$ cat src/rtl/xor_stream_ctrl.sv
`default_nettype none
// +--------------------------------------------------------------------------+
// | Module      : xor_stream_ctrl                                            |
// | Description : SPI-slave (mode 0) controller for the XOR datapath.        |
// |               Each chip-select frame starts with a command byte that     |
// |               writes the key, streams data through the XOR (parallel     |
// |               strobe plus MISO echo one byte later) or reads back the    |
// |               key.                                                       |
// | Options     : XOR_ROLLING_KEY_EN - rotate the key left by one bit after  |
// |               every streamed byte.                                       |
// | Revision    : 1.0 - initial release                                      |
// +--------------------------------------------------------------------------+
module xor_stream_ctrl #(
   parameter logic [7:0] DEFAULT_KEY = 8'hBE,
   parameter int         SYNC_STAGES = 2
) (
   input  logic       clk,
   input  logic       rst_n,
   input  logic       spi_sck,
   input  logic       spi_cs_n,
   input  logic       spi_mosi,
   output logic       spi_miso,
   output logic [7:0] par_data,
   output logic       par_valid,
   output logic [7:0] key_out,
   output logic       busy,
   output logic       err
);

   localparam logic [7:0] CMD_WKEY = 8'h01;
   localparam logic [7:0] CMD_XFER = 8'h02;
   localparam logic [7:0] CMD_RKEY = 8'h03;

   typedef enum logic [2:0] {
      ST_IDLE    = 3'd0,
      ST_CMD     = 3'd1,
      ST_WKEY    = 3'd2,
      ST_XFER    = 3'd3,
      ST_RKEY    = 3'd4,
      ST_SKIP    = 3'd5,
      ST_WAIT_CS = 3'd6
   } state_t;

   // Synchronizer chains and edge-detect history
   logic [SYNC_STAGES-1:0] sck_sync_q;
   logic [SYNC_STAGES-1:0] cs_sync_q;
   logic [SYNC_STAGES-1:0] mosi_sync_q;
   logic                   sck_prev_q;
   logic                   cs_prev_q;

   // Control and datapath registers
   state_t     state_q,     state_d;
   logic [2:0] bit_cnt_q,   bit_cnt_d;
   logic [7:0] rx_q,        rx_d;
   logic [7:0] tx_q,        tx_d;
   logic [7:0] key_q,       key_d;
   logic [7:0] par_data_q,  par_data_d;
   logic       par_valid_q, par_valid_d;
   logic       err_q,       err_d;

   logic       w_sck;
   logic       w_cs_n;
   logic       w_mosi;
   logic       w_sck_rise;
   logic       w_sck_fall;
   logic       w_cs_fall;
   logic       w_cs_rise;
   logic       w_in_frame;
   logic [7:0] w_rx_byte;
   logic [7:0] w_cipher;

   // Input synchronizers; left unreset so a chip select held low across reset
   // is seen as a level (-> WAIT_CS) rather than as a fresh falling edge.
   always_ff @(posedge clk) begin
      sck_sync_q  <= {sck_sync_q[SYNC_STAGES-2:0],  spi_sck};
      cs_sync_q   <= {cs_sync_q[SYNC_STAGES-2:0],   spi_cs_n};
      mosi_sync_q <= {mosi_sync_q[SYNC_STAGES-2:0], spi_mosi};
      sck_prev_q  <= sck_sync_q[SYNC_STAGES-1];
      cs_prev_q   <= cs_sync_q[SYNC_STAGES-1];
   end

   assign w_sck      = sck_sync_q[SYNC_STAGES-1];
   assign w_cs_n     = cs_sync_q[SYNC_STAGES-1];
   assign w_mosi     = mosi_sync_q[SYNC_STAGES-1];
   assign w_sck_rise =  w_sck & ~sck_prev_q;
   assign w_sck_fall = ~w_sck &  sck_prev_q;
   assign w_cs_fall  = ~w_cs_n &  cs_prev_q;
   assign w_cs_rise  =  w_cs_n & ~cs_prev_q;

   assign w_in_frame = (state_q != ST_IDLE) && (state_q != ST_WAIT_CS);
   assign w_rx_byte  = {rx_q[6:0], w_mosi};
   assign w_cipher   = w_rx_byte ^ key_q;

   // Frame sequencing: command decode, byte assembly and MISO shifting
   always_comb begin
      state_d     = state_q;
      bit_cnt_d   = bit_cnt_q;
      rx_d        = rx_q;
      tx_d        = tx_q;
      key_d       = key_q;
      par_data_d  = par_data_q;
      par_valid_d = 1'b0;
      err_d       = err_q;

      case (state_q)
         ST_IDLE: begin
            if (w_cs_fall) begin
               state_d   = ST_CMD;
               bit_cnt_d = 3'd0;
               rx_d      = 8'h00;
               err_d     = 1'b0;
               tx_d      = {7'b0, err_q};
            end else if (!w_cs_n) begin
               // Chip select already low without an edge: only after reset.
               state_d = ST_WAIT_CS;
            end
         end

         ST_WAIT_CS: begin
            if (w_cs_n) begin
               state_d = ST_IDLE;
            end
         end

         default: begin
            if (w_cs_rise) begin
               // End of frame wins over any coincident sck edge.
               state_d   = ST_IDLE;
               bit_cnt_d = 3'd0;
            end else if (w_sck_rise) begin
               rx_d      = w_rx_byte;
               bit_cnt_d = bit_cnt_q + 3'd1;
               if (bit_cnt_q == 3'd7) begin
                  tx_d = 8'h00;
                  case (state_q)
                     ST_CMD: begin
                        if (w_rx_byte == CMD_WKEY) begin
                           state_d = ST_WKEY;
                        end else if (w_rx_byte == CMD_XFER) begin
                           state_d = ST_XFER;
                        end else if (w_rx_byte == CMD_RKEY) begin
                           state_d = ST_RKEY;
                           tx_d    = key_q;
                        end else begin
                           state_d = ST_SKIP;
                           err_d   = 1'b1;
                        end
                     end
                     ST_WKEY: begin
                        key_d   = w_rx_byte;
                        state_d = ST_SKIP;
                     end
                     ST_XFER: begin
                        par_data_d  = w_cipher;
                        par_valid_d = 1'b1;
                        tx_d        = w_cipher;
`ifdef XOR_ROLLING_KEY_EN
                        key_d       = {key_q[6:0], key_q[7]};
`endif
                     end
                     ST_RKEY: begin
                        state_d = ST_SKIP;
                     end
                     default: begin
                        // SKIP: byte discarded
                     end
                  endcase
               end
            end else if (w_sck_fall) begin
               // At a byte boundary the freshly loaded MSB is already on MISO.
               if (bit_cnt_q != 3'd0) begin
                  tx_d = {tx_q[6:0], 1'b0};
               end
            end
         end
      endcase
   end

   // State and datapath registers with synchronous active-low reset
   always_ff @(posedge clk) begin
      if (!rst_n) begin
         state_q     <= ST_IDLE;
         bit_cnt_q   <= 3'd0;
         rx_q        <= 8'h00;
         tx_q        <= 8'h00;
         key_q       <= DEFAULT_KEY;
         par_data_q  <= 8'h00;
         par_valid_q <= 1'b0;
         err_q       <= 1'b0;
      end else begin
         state_q     <= state_d;
         bit_cnt_q   <= bit_cnt_d;
         rx_q        <= rx_d;
         tx_q        <= tx_d;
         key_q       <= key_d;
         par_data_q  <= par_data_d;
         par_valid_q <= par_valid_d;
         err_q       <= err_d;
      end
   end

   assign spi_miso  = w_in_frame & tx_q[7];
   assign par_data  = par_data_q;
   assign par_valid = par_valid_q;
   assign key_out   = key_q;
   assign busy      = w_in_frame;
   assign err       = err_q;

endmodule
`default_nettype wire

$ cat config.mk
export PLATFORM = sky130hd
export DESIGN_NAME = xor_stream_ctrl
export DESIGN_NICKNAME = d
export VERILOG_FILES = /design/src/rtl/xor_stream_ctrl.sv
export SDC_FILE = /design/constraint.sdc
export NUM_CORES = 1
export LEC_CHECK = 0
export CAP_MARGIN = 20
export CORE_MARGIN = 1
export CORE_UTILIZATION = 60
export CTS_CLUSTER_DIAMETER = 120
export CTS_CLUSTER_SIZE = 12
export DETAILED_ROUTE_END_ITERATION = 16
export HOLD_SLACK_MARGIN = 0.05
export PLACE_DENSITY = 0.88
export SYNTH_ARGS = -nofsm -noshare
export SYNTH_HDL_FRONTEND = slang
export SYNTH_SLANG_ARGS = --single-unit
$ cat constraint.sdc
create_clock -name clk -period 2.9 [get_ports clk]
set_clock_uncertainty 0.05 [all_clocks]
set_input_delay 0.29 -clock clk [delete_from_list [all_inputs] [get_ports clk]]
set_output_delay 0.29 -clock clk [all_outputs]
set_load 0.05 [all_outputs]
==> flow_summary.ini, run 1 <==
[flow_run]
drv_cap = 0

[timing]
worst_slack_ns = 0.3679
drv_slew = 0
tns_ns = 0
post-route-period-util_pct = 87.31
max_freq_ghz = 0.3949
rsz0062_at_grt = no
setup_viol = 0
min_period_ns = 2.532
worst_pin_slew_ns = 0.7539
hold_violations = 0
fin_hold_ws_ns = 0.2819
max_slew_margin_pct = 49.36

[global_route]
grt_pass1_wl_um = 7845
grt_pass1_vias = 1648
antenna_found_initial = 0
grt_overflow = 0
grt_max_degree = 26
grt.total_usage_pct = 25.08

[floorplanning]
initial_utilization_pct = 63.06
rows = 22
fp.dieW_um = 64.26
ioPinCount = 25
dieHeight_um = 64.26
core_mm2 = 0.003689
dieArea_mm2 = 0.004129

[synth]
yosysWarnings = 0
synthDistinctLibCells = 54
synthesis.area_mm2 = 0.002326
ys_seq_area_share_pct = 40.45
syn_nets = 252
synth-edff-count = 0
async_flop_share_pct = 0
ys_ff_latch = 47
ys.flop_type = dfxtp_1
syn_area_per_cell_um2 = 9.572
synthCells = 243

[worst_setup_path]
endpoint_kind = output pin
worstPathCellList = or2_1, a21oi_1, nor2b_1, clkdlybuf4s50_1
crit_fanout = 17
worstPathArrival_ns = 2.19
cp.required_ns = 2.56
slowest_stage = clkdlybuf4s50_1
crit_type = reg -> out
critPathMaxStageDelay_ns = 0.80
start_kind = register

[placement]
port_buffers = 24
dp_worst_setup_slack_ns = 0.7230
post-dp-hpwl_um = 3503
place_congestion = 0.8612
dpl_cell_area_mm2 = 0.002581

[clock_tree]
cts_tree = built
postCtsSetupRepairBufs = 0
cts-resized-gates = 0
cts_buffers = 5
hold_buffers = 0
clk_path_buf_depth = 2
insertion_delay_ns = 0.30
cts-root-buf = clkbuf_8
htree_num_levels = 2
cts.sinks = 47
clk_pin_slew_ns = 0.09

[power_and_ir_drop]
peakVddDrop_uv = 519.0
leakage_nw = 1.006
pwr_density_cell_mw_per_mm2 = 701.1

[drt]
num_vias = 1865
drc = 0
drt-pass1-iter-count = 4
drt_first_iter_violations = 125
via_per_inst = 5.958
wire_per_inst_um = 15.94
totalWireLength_um = 4989
ant_nets = 0

[hold_path]
min_path_type = reg -> reg

[final_layout]
antenna_cells = 0
final_cell_mix = 47 x dfxtp_1, 24 x clkdlybuf4s50_1, 21 x nor2_1
layout.nets = 273
utilization_pct = 72.56
fin_area_mm2 = 0.002676
final_common_cell = dfxtp_1
drive_above_1_share_pct = 11.32
area_delta_synth_final_pct = 15.06

[outcome]
run_status = finished, final reports clean
-- metal layers --
metal	part of all wire, %	routed length, um	up-vias	GRT usage, %
met5	0	0	-	0
met4	1.1	54	0	8.056
met3	6.4	318	5	6.786
met2	45	2224	63	38.68
met1	48	2391	871	33.82
li1	-	-	926	-
-- logic make-up after synthesis --
kind of cell	share of synthesized area [%]
and+or+nand+nor	20.82
AOI/OAI and AO/OA	20.55
DFF	40.45
buffers and inverters	5.002
muxes	7.262
xor gates and xnor gates	3.766
adders and majority gates	2.152
-- stage by stage --
step                std cells  total power, mW
floorplan                 243            1.316
global placement          305            1.447
detailed placement        305            1.460
CTS                       313            1.871
global route              313            1.961
finish                    313            1.876
-- area by class of cell --
type                    count  area (um2)
fillers                   289        1012
inverters                   7       26.28
multi-input cells         173        1269
repair buffers             30       285.3
clock buffers               7       86.33
well taps                  48       60.06
flip-flops and latches     47       940.9
clock inverters             1       8.758
-- cell usage after synthesis (all sizes together) (7+ instances only) --
cell,number,area share (%)
xnor2,9,3.4
dfxtp,47,40
nand4,9,2.4
inv,7,1.1
and2,10,2.7
o21a,8,2.6
mux2,7,3.4
nand2,17,2.7
buf,12,3.2
a22o,7,2.6
mux2i,9,3.9
a21oi,7,1.5
a211oi,18,5.8
nor2,21,3.4
-- path summary, 6_finish.rpt --
kind                                         startpoint                       to  slack (ns)  depth (start not counted)
worst max-delay path            state_q[1]$_SDFFE_PN0P_                 spi_miso        0.37                          4
worst min-delay path              sck_sync_q[0]$_DFF_P_    sck_sync_q[1]$_DFF_P_        0.28                          0
worst max register to register  state_q[1]$_SDFFE_PN0P_  key_out[7]$_SDFFE_PN1P_        0.73                          4
worst min register to register    sck_sync_q[0]$_DFF_P_    sck_sync_q[1]$_DFF_P_        0.28                          0
-- where the power goes --
part / switching, mW / internal (mW)
logic: 0.406 / 0.284
registers: 0.0812 / 0.691
clock network: 0.218 / 0.195
total: 0.705 / 1.17
-- worst max-delay path, delay by kind of cell (launching register included) --
family,cells,cell delay [ns]
and+or+nand+nor,2,0.33
AOI/OAI and AO/OA,1,0.08
DFF,1,0.67
buffers and inverters,1,0.80
-- state kept, by name, indices dropped and copies added, names as in the netlist --
name         flops
key_out          8
par_data         8
tx_q             8
rx_q             7
bit_cnt_q        3
state_q          3
cs_sync_q        2
mosi_sync_q      2
sck_sync_q       2
cs_prev_q        1
err              1
par_valid        1
sck_prev_q       1
Power figures use the tool's default switching activity.
==> inputs of run 2 (changes only) <==
--- a/config.mk
+++ b/config.mk
@@ -11,3 +11,3 @@
 export CTS_CLUSTER_DIAMETER = 120
-export CTS_CLUSTER_SIZE = 12
+export CTS_CLUSTER_SIZE = 20
 export DETAILED_ROUTE_END_ITERATION = 16
==> constraint.sdc (replaced) <==
create_clock -name clk -period 2.9 [get_ports clk]
set_clock_uncertainty 0.05 [all_clocks]
set_input_delay 0.725 -clock clk [delete_from_list [all_inputs] [get_ports clk]]
set_output_delay 0.725 -clock clk [all_outputs]
set_load 0.05 [all_outputs]
==> flow_summary.ini, run 2 (synthesis gave the netlist of run 1 again) <==
[outcome]
run_status = finished, final reports clean

[worst_setup_path]
critPathBufInv = 2
worstPathCellList = or2_1, a21oi_1, inv_1, clkdlybuf4s50_1
r2r_cells = 6
endpoint_kind = output pin
cp.depth = 4
critPathMaxStageDelay_ns = 0.69
crit_fanout = 14
cp.required_ns = 2.12
crit_family = buffers and inverters
crit_type = reg -> out
slowest_stage = clkdlybuf4s50_1
worstPathArrival_ns = 1.89
start_kind = register

[final_layout]
final_common_cell = dfxtp_1
layout.nets = 274
area_delta_synth_final_pct = 15.33
antenna_cells = 0
utilization_pct = 72.73
final_cell_mix = 46 x dfxtp_1, 23 x clkdlybuf4s50_1, 21 x nor2_1
drive_above_1_share_pct = 12.41
n_fill_cell = 296

[timing]
drv_slew = 0
max_slew_margin_pct = 51.63
tns_ns = 0
worst_pin_slew_ns = 0.7202
post-route-period-util_pct = 92.01
max_freq_ghz = 0.3748
hold_violations = 0
min_period_ns = 2.668
setup_viol = 0
worst_slack_ns = 0.2318
rsz0062_at_grt = no
fin_hold_ws_ns = 0.2824

[drt]
drc = 0
drt-pass1-iter-count = 4
drt_first_iter_violations = 139
num_vias = 1847
totalWireLength_um = 4684
via_per_inst = 5.882
ant_nets = 0
wire_per_inst_um = 14.92

[clock_tree]
insertion_delay_ns = 0.29
cts_tree = built
cts_buffers = 5
postCtsSetupRepairBufs = 0
cts.sinks = 47
clk_path_buf_depth = 2
clk_pin_slew_ns = 0.08
cts-root-buf = clkbuf_8
htree_num_levels = 2

[floorplanning]
initial_utilization_pct = 63.06
rows = 22
dieHeight_um = 64.26
dieArea_mm2 = 0.004129
core_mm2 = 0.003689
fp.dieW_um = 64.26
ioPinCount = 25

[hold_path]
hold_depth = 0
min_path_type = reg -> reg

[global_route]
antenna_found_initial = 0
grt_max_degree = 20
grt.total_usage_pct = 25.57
grt_pass1_wl_um = 8245
grt_pass1_vias = 1748
grt_overflow = 0

[power_and_ir_drop]
finalPower_mw = 1.864
leakage_nw = 1.014
pwr_density_cell_mw_per_mm2 = 694.7
peakVddDrop_uv = 379.8

[placement]
post-dp-hpwl_um = 3449
port_buffers = 24
dp_worst_setup_slack_ns = 0.4307
place_congestion = 0.9406

[flow_run]
drv_cap = 0
## run 2: cell types whose count changed in the layout (fill, tap and decap cells not counted), sizes merged
cell and delta:
clkdlybuf4s50 -1, buf +2
## run 2: metal layers
metal,routed length [um],vias to the layer above,GRT usage (%)
li1,-,931,-
met1,2366,857,36.21
met5,0,-,0
met4,47,0,8.889
met3,220,6,4.464
met2,2050,53,38.82
## run 2: per-stage QoR
step                cell area, um2  std cells
finish                        2683        314
global route                  2683        314
CTS                           2681        314
detailed placement            2586        306
global placement              2586        306
floorplan                     2326        243
## run 2: final timing paths
kind	endpoint	start	slack (ns)
min reg2reg	sck_sync_q[1]$_DFF_P_	sck_sync_q[0]$_DFF_P_	0.28
max reg2reg	key_out[1]$_SDFFE_PN1P_	bit_cnt_q[0]$_SDFFE_PN0P_	0.71
min	sck_sync_q[1]$_DFF_P_	sck_sync_q[0]$_DFF_P_	0.28
max	busy	state_q[2]$_SDFFE_PN0P_	0.23
## run 2: area by class of cell
class,count,area [um2],share of cell area [%]
Multi-Input combinational cell,173,1269,47.29
Clock buffer,7,86.33,3.218
Sequential cell,47,942.2,35.12
Timing Repair Buffer,31,290.3,10.82
Clock inverter,1,8.758,0.3265
Inverter,7,26.28,0.9795
Tap cell,48,60.06,2.239
## run 2: power breakdown
group | switching [mW] | internal (mW)
logic | 0.429 | 0.292
registers | 0.0488 | 0.693
clock network | 0.205 | 0.195
## run 2: worst register-to-register path, cell delays in order, from the launching register on
cell and delay (ns):
dfxtp_1 0.37, ha_1 0.17, ha_1 0.26, nand2_1 0.14, or4_1 0.76, mux2i_1 0.24, nand2_1 0.07
## run 2: repair_timing
action | CTS | global route
endpoints found under the setup margin | 0 | 1
resized for setup | 0 | 1
hold buffers | 0 | 0
==> inputs of run 3 (changes only) <==
- MAX_ROUTING_LAYER: not set -> met4
==> flow_summary.ini, run 3 (synthesis gave the netlist of run 1 again) <==
[outcome]
run_status = finished, final reports clean

[worst_setup_path]
critPathMaxStageDelay_ns = 0.69
rr_endpoint = key_out[0]$_SDFFE_PN0P_
r2r_start = bit_cnt_q[0]$_SDFFE_PN0P_
cp.required_ns = 2.12
worstPathArrival_ns = 1.86
start_kind = register
endpoint_kind = output pin
crit_type = reg -> out
ff2ff_setup_slack_ns = 0.72
crit_family = buffers and inverters
critPathBufInv = 2
worstPathCellList = or2_1, a21oi_1, inv_1, clkdlybuf4s50_1
slowest_stage = clkdlybuf4s50_1
crit_fanout = 4
r2r_cells = 6

[power_and_ir_drop]
p_switching_mw = 0.7018
pwr_density_cell_mw_per_mm2 = 702.0
leakage_nw = 1.018
p_seq_share_pct = 38.4
peakVddDrop_uv = 472.1
clkPwrFrac_pct = 21.3
p_comb_share_pct = 40.2
finalPower_mw = 1.885
power_switching_share_pct = 37.23
internal-power_mw = 1.183

[timing]
min_period_ns = 2.634
setup_viol = 0
drv_slew = 0
max_freq_ghz = 0.3796
max_slew_margin_pct = 50.61
rsz0062_at_grt = no
worst_slack_ns = 0.2658
hold_violations = 0
tns_ns = 0
worst_pin_slew_ns = 0.7353
post-route-period-util_pct = 90.83

[final_layout]
antenna_cells = 0
drive_above_1_share_pct = 12.41
n_fill_cell = 279
regArea_um2 = 940.9
layout.nets = 275
final_cell_mix = 47 x dfxtp_1, 23 x clkdlybuf4s50_1, 21 x nor2_1
multiInputGateArea_mm2 = 0.001269
utilization_pct = 72.80
final_common_cell = dfxtp_1
area_delta_synth_final_pct = 15.44

[drt]
ant_nets = 0
wire_per_inst_um = 16.17
totalWireLength_um = 5078
drc = 0
drt_first_iter_violations = 159
num_vias = 1889
drt-pass1-iter-count = 4
via_per_inst = 6.016

[floorplanning]
initial_utilization_pct = 63.06
core_mm2 = 0.003689
ioPinCount = 25
dieArea_mm2 = 0.004129
dieHeight_um = 64.26
rows = 22
fp.dieW_um = 64.26

[clock_tree]
hold_buffers = 0
cts.sinks = 47
cts-resized-gates = 0
cts_buffers = 5
clk_pin_slew_ns = 0.08
cts-root-buf = clkbuf_8
postCtsSetupRepairBufs = 0
cts_tree = built
htree_num_levels = 2
clk_path_buf_depth = 2
insertion_delay_ns = 0.30

[hold_path]
holdPathEnd = mosi_sync_q[1]$_DFF_P_
hp-start = mosi_sync_q[0]$_DFF_P_
hold_depth = 0
min_path_type = reg -> reg

[placement]
place_congestion = 0.9298
post-dp-hpwl_um = 3655
port_buffers = 24
dp_worst_setup_slack_ns = 0.4582

[global_route]
grt_max_degree = 20
grt_overflow = 0
grt_pass1_wl_um = 8597
grt.total_usage_pct = 28.31
grt_pass1_vias = 1740
antenna_found_initial = 0

[flow_run]
drv_cap = 0
-- run 3: cell types whose count changed in the layout (fill, tap and decap cells not counted) --
cell | before | now
inv_6 | 0 | 1
clkinv_4 | 1 | 0
dfxtp_1 | 46 | 47
clkbuf_1 | 1 | 0
buf_4 | 8 | 9
dfxtp_2 | 1 | 0
-- run 3: power groups by stage --
stage                     registers (mW)  logic (mW)  clock network [mW]
after floorplan                    0.753       0.563                   0
after global placement             0.739       0.733                   0
after detailed placement           0.739       0.742                   0
after CTS                          0.724       0.745               0.415
after global routing               0.733       0.813               0.438
final                              0.725       0.758               0.402
-- run 3: worst max path at each step --
stage               cells past startpoint                    start              endpoint
floorplan                               4  state_q[2]$_SDFFE_PN0P_              spi_miso
CTS                                     4  state_q[2]$_SDFFE_PN0P_                  busy
finish                                  4  state_q[2]$_SDFFE_PN0P_                  busy
global route                            4  state_q[2]$_SDFFE_PN0P_                  busy
global placement                        4                    rst_n  tx_q[0]$_SDFFE_PN0P_
detailed placement                      4                    rst_n  tx_q[0]$_SDFFE_PN0P_
-- run 3: area by class of cell --
class,count,share of cell area [%]
Clock buffer,6,3.075
Sequential cell,47,35.04
Timing Repair Buffer,32,11.09
Clock inverter,1,0.3262
Tap cell,48,2.237
Multi-Input combinational cell,173,47.25
Inverter,7,0.9786
-- run 3: metal layers --
| layer | routed length [um] | GRT usage (%) | part of all wire [%] |
|---|---|---|---|
| met1 | 2406 | 39.15 | 47 |
| met3 | 301 | 5.357 | 5.9 |
| met5 | 0 | - | 0 |
| met4 | 76 | 9.722 | 1.5 |
| met2 | 2294 | 41.18 | 45 |
-- run 3: worst register-to-register path: cells and delay by family, from the launching register on --
family	cells	cell delay, ns
flops	1	0.37
mux	1	0.26
fa+ha+maj	2	0.42
simple gates	3	0.95
-- run 3: metrics by stage --
step / hold slack (ns) / std cells / cell area [um2]
4_1_cts: 0.2840 / 314 / 2685
3_5_place_dp: 0.2638 / 307 / 2594
5_1_grt: 0.2932 / 314 / 2685
3_3_place_gp: 0.2606 / 307 / 2594
6_report: 0.2808 / 314 / 2685
2_1_floorplan: 0.2596 / 243 / 2326
